$ cat src/rtl/ysyx_22040386_pipe_stage.sv
// Pipeline stage register with valid/ready handshake, optional 2-entry skid buffer,
// flushable control field and a saturating stall counter.
module ysyx_22040386_pipe_stage #(
    parameter int unsigned       CTRL_W   = 16,
    parameter int unsigned       DATA_W   = 256,
    parameter logic [CTRL_W-1:0] CTRL_RST = {CTRL_W{1'b0}},
    parameter int unsigned       SKID     = 1,
    parameter int unsigned       CNT_W    = 16
) (
    input  logic              i_pipe_stage_clk,
    input  logic              i_pipe_stage_rst_n,
    input  logic              i_pipe_stage_flush,
    input  logic              i_pipe_stage_valid,
    output logic              o_pipe_stage_ready,
    input  logic [CTRL_W-1:0] i_pipe_stage_ctrl,
    input  logic [DATA_W-1:0] i_pipe_stage_data,
    output logic              o_pipe_stage_valid,
    input  logic              i_pipe_stage_ready,
    output logic [CTRL_W-1:0] o_pipe_stage_ctrl,
    output logic [DATA_W-1:0] o_pipe_stage_data,
    output logic [CNT_W-1:0]  o_pipe_stage_stall_cnt,
    input  logic              i_pipe_stage_cnt_clr
);

    logic              valid_q, valid_d;
    logic [CTRL_W-1:0] ctrl_q, ctrl_d;
    logic [DATA_W-1:0] data_q, data_d;
    logic              skid_valid_q, skid_valid_d;
    logic [CTRL_W-1:0] skid_ctrl_q, skid_ctrl_d;
    logic [DATA_W-1:0] skid_data_q, skid_data_d;
    logic              rdy_q, rdy_d;
    logic [CNT_W-1:0]  cnt_q, cnt_d;
    logic              ready;
    logic              in_xfer;
    logic              out_xfer;

    assign ready    = (SKID != 0) ? rdy_q : (i_pipe_stage_ready | ~valid_q);
    assign in_xfer  = i_pipe_stage_valid & ready;
    assign out_xfer = valid_q & i_pipe_stage_ready;

    always_comb begin
        valid_d      = valid_q;
        ctrl_d       = ctrl_q;
        data_d       = data_q;
        skid_valid_d = skid_valid_q;
        skid_ctrl_d  = skid_ctrl_q;
        skid_data_d  = skid_data_q;
        if (i_pipe_stage_flush) begin
            // Data fields are deliberately left alone; only control becomes a bubble.
            valid_d      = 1'b0;
            skid_valid_d = 1'b0;
            ctrl_d       = CTRL_RST;
            skid_ctrl_d  = CTRL_RST;
        end else if (SKID != 0) begin
            // Skid entry is always older than new input, so it drains first.
            if (out_xfer && skid_valid_q) begin
                valid_d      = 1'b1;
                ctrl_d       = skid_ctrl_q;
                data_d       = skid_data_q;
                skid_valid_d = 1'b0;
            end else if (in_xfer && (!valid_q || out_xfer)) begin
                valid_d = 1'b1;
                ctrl_d  = i_pipe_stage_ctrl;
                data_d  = i_pipe_stage_data;
            end else if (in_xfer) begin
                skid_valid_d = 1'b1;
                skid_ctrl_d  = i_pipe_stage_ctrl;
                skid_data_d  = i_pipe_stage_data;
            end else if (out_xfer) begin
                valid_d = 1'b0;
            end
        end else begin
            if (in_xfer) begin
                valid_d = 1'b1;
                ctrl_d  = i_pipe_stage_ctrl;
                data_d  = i_pipe_stage_data;
            end else if (out_xfer) begin
                valid_d = 1'b0;
            end
        end
        rdy_d = ~skid_valid_d;
    end

    always_comb begin
        cnt_d = cnt_q;
        if (i_pipe_stage_cnt_clr) begin
            cnt_d = '0;
        end else if (valid_q && !i_pipe_stage_ready && (cnt_q != {CNT_W{1'b1}})) begin
            cnt_d = cnt_q + CNT_W'(1);
        end
    end

    always_ff @(posedge i_pipe_stage_clk or negedge i_pipe_stage_rst_n) begin
        if (!i_pipe_stage_rst_n) begin
            valid_q      <= 1'b0;
            ctrl_q       <= CTRL_RST;
            data_q       <= '0;
            skid_valid_q <= 1'b0;
            skid_ctrl_q  <= CTRL_RST;
            skid_data_q  <= '0;
            rdy_q        <= 1'b1;
            cnt_q        <= '0;
        end else begin
            valid_q      <= valid_d;
            ctrl_q       <= ctrl_d;
            data_q       <= data_d;
            skid_valid_q <= skid_valid_d;
            skid_ctrl_q  <= skid_ctrl_d;
            skid_data_q  <= skid_data_d;
            rdy_q        <= rdy_d;
            cnt_q        <= cnt_d;
        end
    end

    assign o_pipe_stage_ready     = ready;
    assign o_pipe_stage_valid     = valid_q;
    assign o_pipe_stage_ctrl      = ctrl_q;
    assign o_pipe_stage_data      = data_q;
    assign o_pipe_stage_stall_cnt = cnt_q;

endmodule

$ cat config.mk
export PLATFORM = sky130hd
export DESIGN_NAME = ysyx_22040386_pipe_stage
export DESIGN_NICKNAME = d
export VERILOG_FILES = /design/src/rtl/ysyx_22040386_pipe_stage.sv
export SDC_FILE = /design/constraint.sdc
export NUM_CORES = 1
export LEC_CHECK = 0
export BUFFER_PORTS_ARGS = -buffer_cell sky130_fd_sc_hd__clkbuf_2
export CAP_MARGIN = 20
export CORE_MARGIN = 5
export CORE_UTILIZATION = 53
export CTS_CLUSTER_DIAMETER = 30
export CTS_CLUSTER_SIZE = 25
export DETAILED_ROUTE_END_ITERATION = 7
export PLACE_DENSITY_LB_ADDON = 0.1
export SYNTH_ARGS = -nofsm -noshare
export SYNTH_HDL_FRONTEND = slang
export SYNTH_SLANG_ARGS = --single-unit
$ cat constraint.sdc
create_clock -name i_pipe_stage_clk -period 2.8 [get_ports i_pipe_stage_clk]
set_input_delay 0.28 -clock i_pipe_stage_clk [delete_from_list [all_inputs] [get_ports i_pipe_stage_clk]]
set_output_delay 0.28 -clock i_pipe_stage_clk [all_outputs]
set_load 0.01 [all_outputs]
==> results.json <==
{
  "ant_nets": 0,
  "grt_use_met2": 0.5184,
  "row_count": 76,
  "hpwlAfterDp_mm": 46.65,
  "antenna_found_initial": 16,
  "relSlewSlack": 0.3829,
  "start_util": 0.5369,
  "maxSlewViolCount": 0,
  "cts_max_path_buffers": 3,
  "yosys_warnings": 0,
  "drt_wl_total_mm": 77.77,
  "rsz0062_at_grt": "false",
  "final_util": 0.7829,
  "synth-compound-area-share": 0.08994,
  "synth_top_family_by_area": "simple AND/OR/NAND/NOR gates",
  "seqCellArea_sq_um": 14090,
  "detail_route.wl_per_cell_um": 21.06,
  "grt_max_degree": 149,
  "synthArstFlopShare": 1.000,
  "synth_top_area_frac": 0.6068,
  "min_period_over_period": 0.8346,
  "io_pins": 568,
  "die_h_um": 219.1,
  "min_path_type": "input pin to register",
  "coreArea_sq_um": 43170,
  "max_freq_ghz": 0.4279,
  "synth_edf_count": 0,
  "fillerInstances": 2547,
  "arrival_ps": 2850,
  "synth.largest_area_cell": "dfrtp_1",
  "required_ps": 3310,
  "crit_path_max_incr_delay_ps": 530,
  "dp_slack_ps": 457.2,
  "path_max_fanout": 45,
  "cts_buffers": 118,
  "cts_sinks": 563,
  "clock_latency_ps": 650,
  "tightest_slew_ps": 914.1,
  "drc": 0,
  "use_met3": 0.09298,
  "layout-drive-gt1-share": 0.3494,
  "routed_via_density": 5.613,
  "yosys.area_share.simple": 0.1391,
  "synth_xor_xnor_area_share": 0,
  "first_pass_iters": 7,
  "setup_viol": 0,
  "synth_cell_types": 35,
  "grt_pass1_wl_mm": 120.8,
  "yosysSeqAreaShare": 0.6079,
  "end_kind": "register",
  "synth_cells": 2143,
  "fin_tns_setup_ps": 0,
  "ys_ff_latch": 563,
  "syn_area_sq_um": 23180,
  "grtUsageMet1": 0.3833,
  "synth_mux_area_frac": 0.1323,
  "grt_pass1_vias": 21830,
  "status": "finished, final reports clean",
  "portBuffers": 567,
  "period_minus_slack_ps": 2337,
  "maxCapViolCount": 0,
  "slowest_stage": "dfrtp_1",
  "synth_nets": 2422,
  "syn_avg_cell_area_sq_um": 10.82,
  "min_path_cells": 3,
  "groute.usage.overall": 0.3185,
  "p_per_area_nw_per_um2": 889.7,
  "yosysMostFrequentCell": "dfrtp_1",
  "setup_ws_ps": 463.0,
  "synthAdderAreaFrac": 0.0005398,
  "fin_cells": 3693,
  "r2r_cells": 5,
  "dp.cells": 3186,
  "start_kind": "register",
  "hold_viol": 0,
  "synth_common_cells": "562 x dfrtp_1, 518 x nand2_1, 261 x nor2_1",
  "crit_type": "register to register",
  "whs_ps": 77.15,
  "multi_input_area_sq_um": 8417,
  "crit_chain": "nand2b_1 -> nor3_2 -> buf_12 -> buf_4 -> mux2_2",
  "cts_tree": "yes",
  "synth_area_leaders": "dfrtp_1 61%, mux2_2 13%, nand2_1 8.4%",
  "die-area_sq_um": 48010,
  "vdd_drop_max_mv": 0.9416,
  "area.growth.synth_to_final_pct": 45.83,
  "gp_congestion": 0.8984,
  "nets": 3275,
  "finalClockSkew_ps": 23.54,
  "synthFlopType": "dfrtp_1",
  "clk_pin_slew_ps": 40,
  "p_leak_nw": 15.70,
  "cts-htree-levels": 3,
  "vias": 20727,
  "busiest_layer": "met2",
  "drtIter0Drc": 1810,
  "cts_root_buf": "clkbuf_16",
  "grt.overflow.total": 0,
  "dieWidth_um": 219.1
}
[cells in the final DEF, fill, tap and decap left out, types with 6 or more instances in the layout]
| cell type | Yosys | routed |
|---|---|---|
| clkbuf_2 | 0 | 566 |
| dfrtp_1 | 562 | 562 |
| nand2_1 | 518 | 518 |
| dlygate4sd3_1 | 0 | 275 |
| nor2_1 | 261 | 261 |
| mux2_2 | 258 | 258 |
| a31oi_1 | 258 | 258 |
| clkbuf_16 | 0 | 121 |
| buf_12 | 0 | 27 |
| clkbuf_8 | 0 | 22 |
| clkinv_2 | 0 | 21 |
| bufinv_16 | 0 | 19 |
| buf_4 | 0 | 19 |
| diode_2 | 0 | 17 |
| mux2i_1 | 16 | 16 |
| o2bb2ai_1 | 16 | 16 |
| a22o_1 | 16 | 16 |
| a21oi_1 | 13 | 13 |
| clkbuf_1 | 70 | 12 |
| nand3_1 | 10 | 9 |
| inv_6 | 0 | 8 |
| clkinvlp_4 | 0 | 7 |
| o31ai_1 | 6 | 6 |
| or4_1 | 6 | 6 |
| nor3_1 | 7 | 6 |
[critical path: cells and delay by family, from the launching register on]
family,cells,cell delay (ps)
muxes,1,380
DFF,1,530
and+or+nand+nor,2,600
buffers and inverters,2,650
[where the power goes]
part | switching (mW) | internal (mW)
sequential | 1.10 | 9.94
clock | 4.48 | 10.1
combinational | 2.25 | 2.17
total | 7.83 | 22.2
[layer usage]
layer  routed length, um  part of all wire  vias to the layer above
li1                    -                 -                     9148
met4                4232             0.054                        2
met1               29130              0.37                    10310
met5                  13           0.00017                        -
met3                6180             0.079                      272
met2               38220              0.49                      995
[layout make-up]
cell class,count,share of cell area
clock buffers,155,0.09987
diodes,17,0.001259
inverters,4,0.0004442
clock inverters,60,0.02499
well taps,585,0.02166
repair buffers,888,0.1859
flip-flops and latches,563,0.4169
multi-input cells,1421,0.2490
[timing repair]
| item | CTS | global route |
|---|---|---|
| setup buffers | 0 | 0 |
| resized for setup | 0 | 0 |
| hold buffers | 275 | 0 |
| hold endpoints to repair | 596 | 0 |
[registers in the layout, indices dropped and copies added, names as in the netlist]
name,count
skid_valid_q,1
skid_ctrl_q,16
o_pipe_stage_ctrl,16
o_pipe_stage_valid,1
o_pipe_stage_data,256
skid_data_q,256
o_pipe_stage_stall_cnt,16
o_pipe_stage_ready,1
[kinds of logic (layout without fill, tap and decap cells)]
kind of cell,count (synthesis),count (layout)
adder cells (fa/ha/maj),1,1
AND/OR/NAND/NOR,826,826
buffers and inverters,159,1107
other,0,17
flip-flops,563,563
AO/OA/AOI/OAI,320,320
multiplexers,274,274
[metrics by stage]
stage	area (sq um)	power, mW
3_5_place_dp	26780	15.00
4_1_cts	33760	30.00
3_3_place_gp	26780	14.76
6_report	33800	30.07
2_1_floorplan	23180	13.03
5_1_grt	33800	31.22
[path summary, 6_finish.rpt]
check / slack [ps] / from / to
worst max-delay path: 460 / o_pipe_stage_valid / skid_data_q[101]
worst max register to register: 460 / o_pipe_stage_valid / skid_data_q[101]
min in group asynchronous: 270 / i_pipe_stage_rst_n / o_pipe_stage_data[28]
max in group asynchronous: 1710 / i_pipe_stage_rst_n / o_pipe_stage_ready
worst min-delay path: 80 / i_pipe_stage_valid / o_pipe_stage_valid
worst min register to register: 490 / o_pipe_stage_ctrl[3] / o_pipe_stage_ctrl[3]
(Power assumes the default switching activity.)
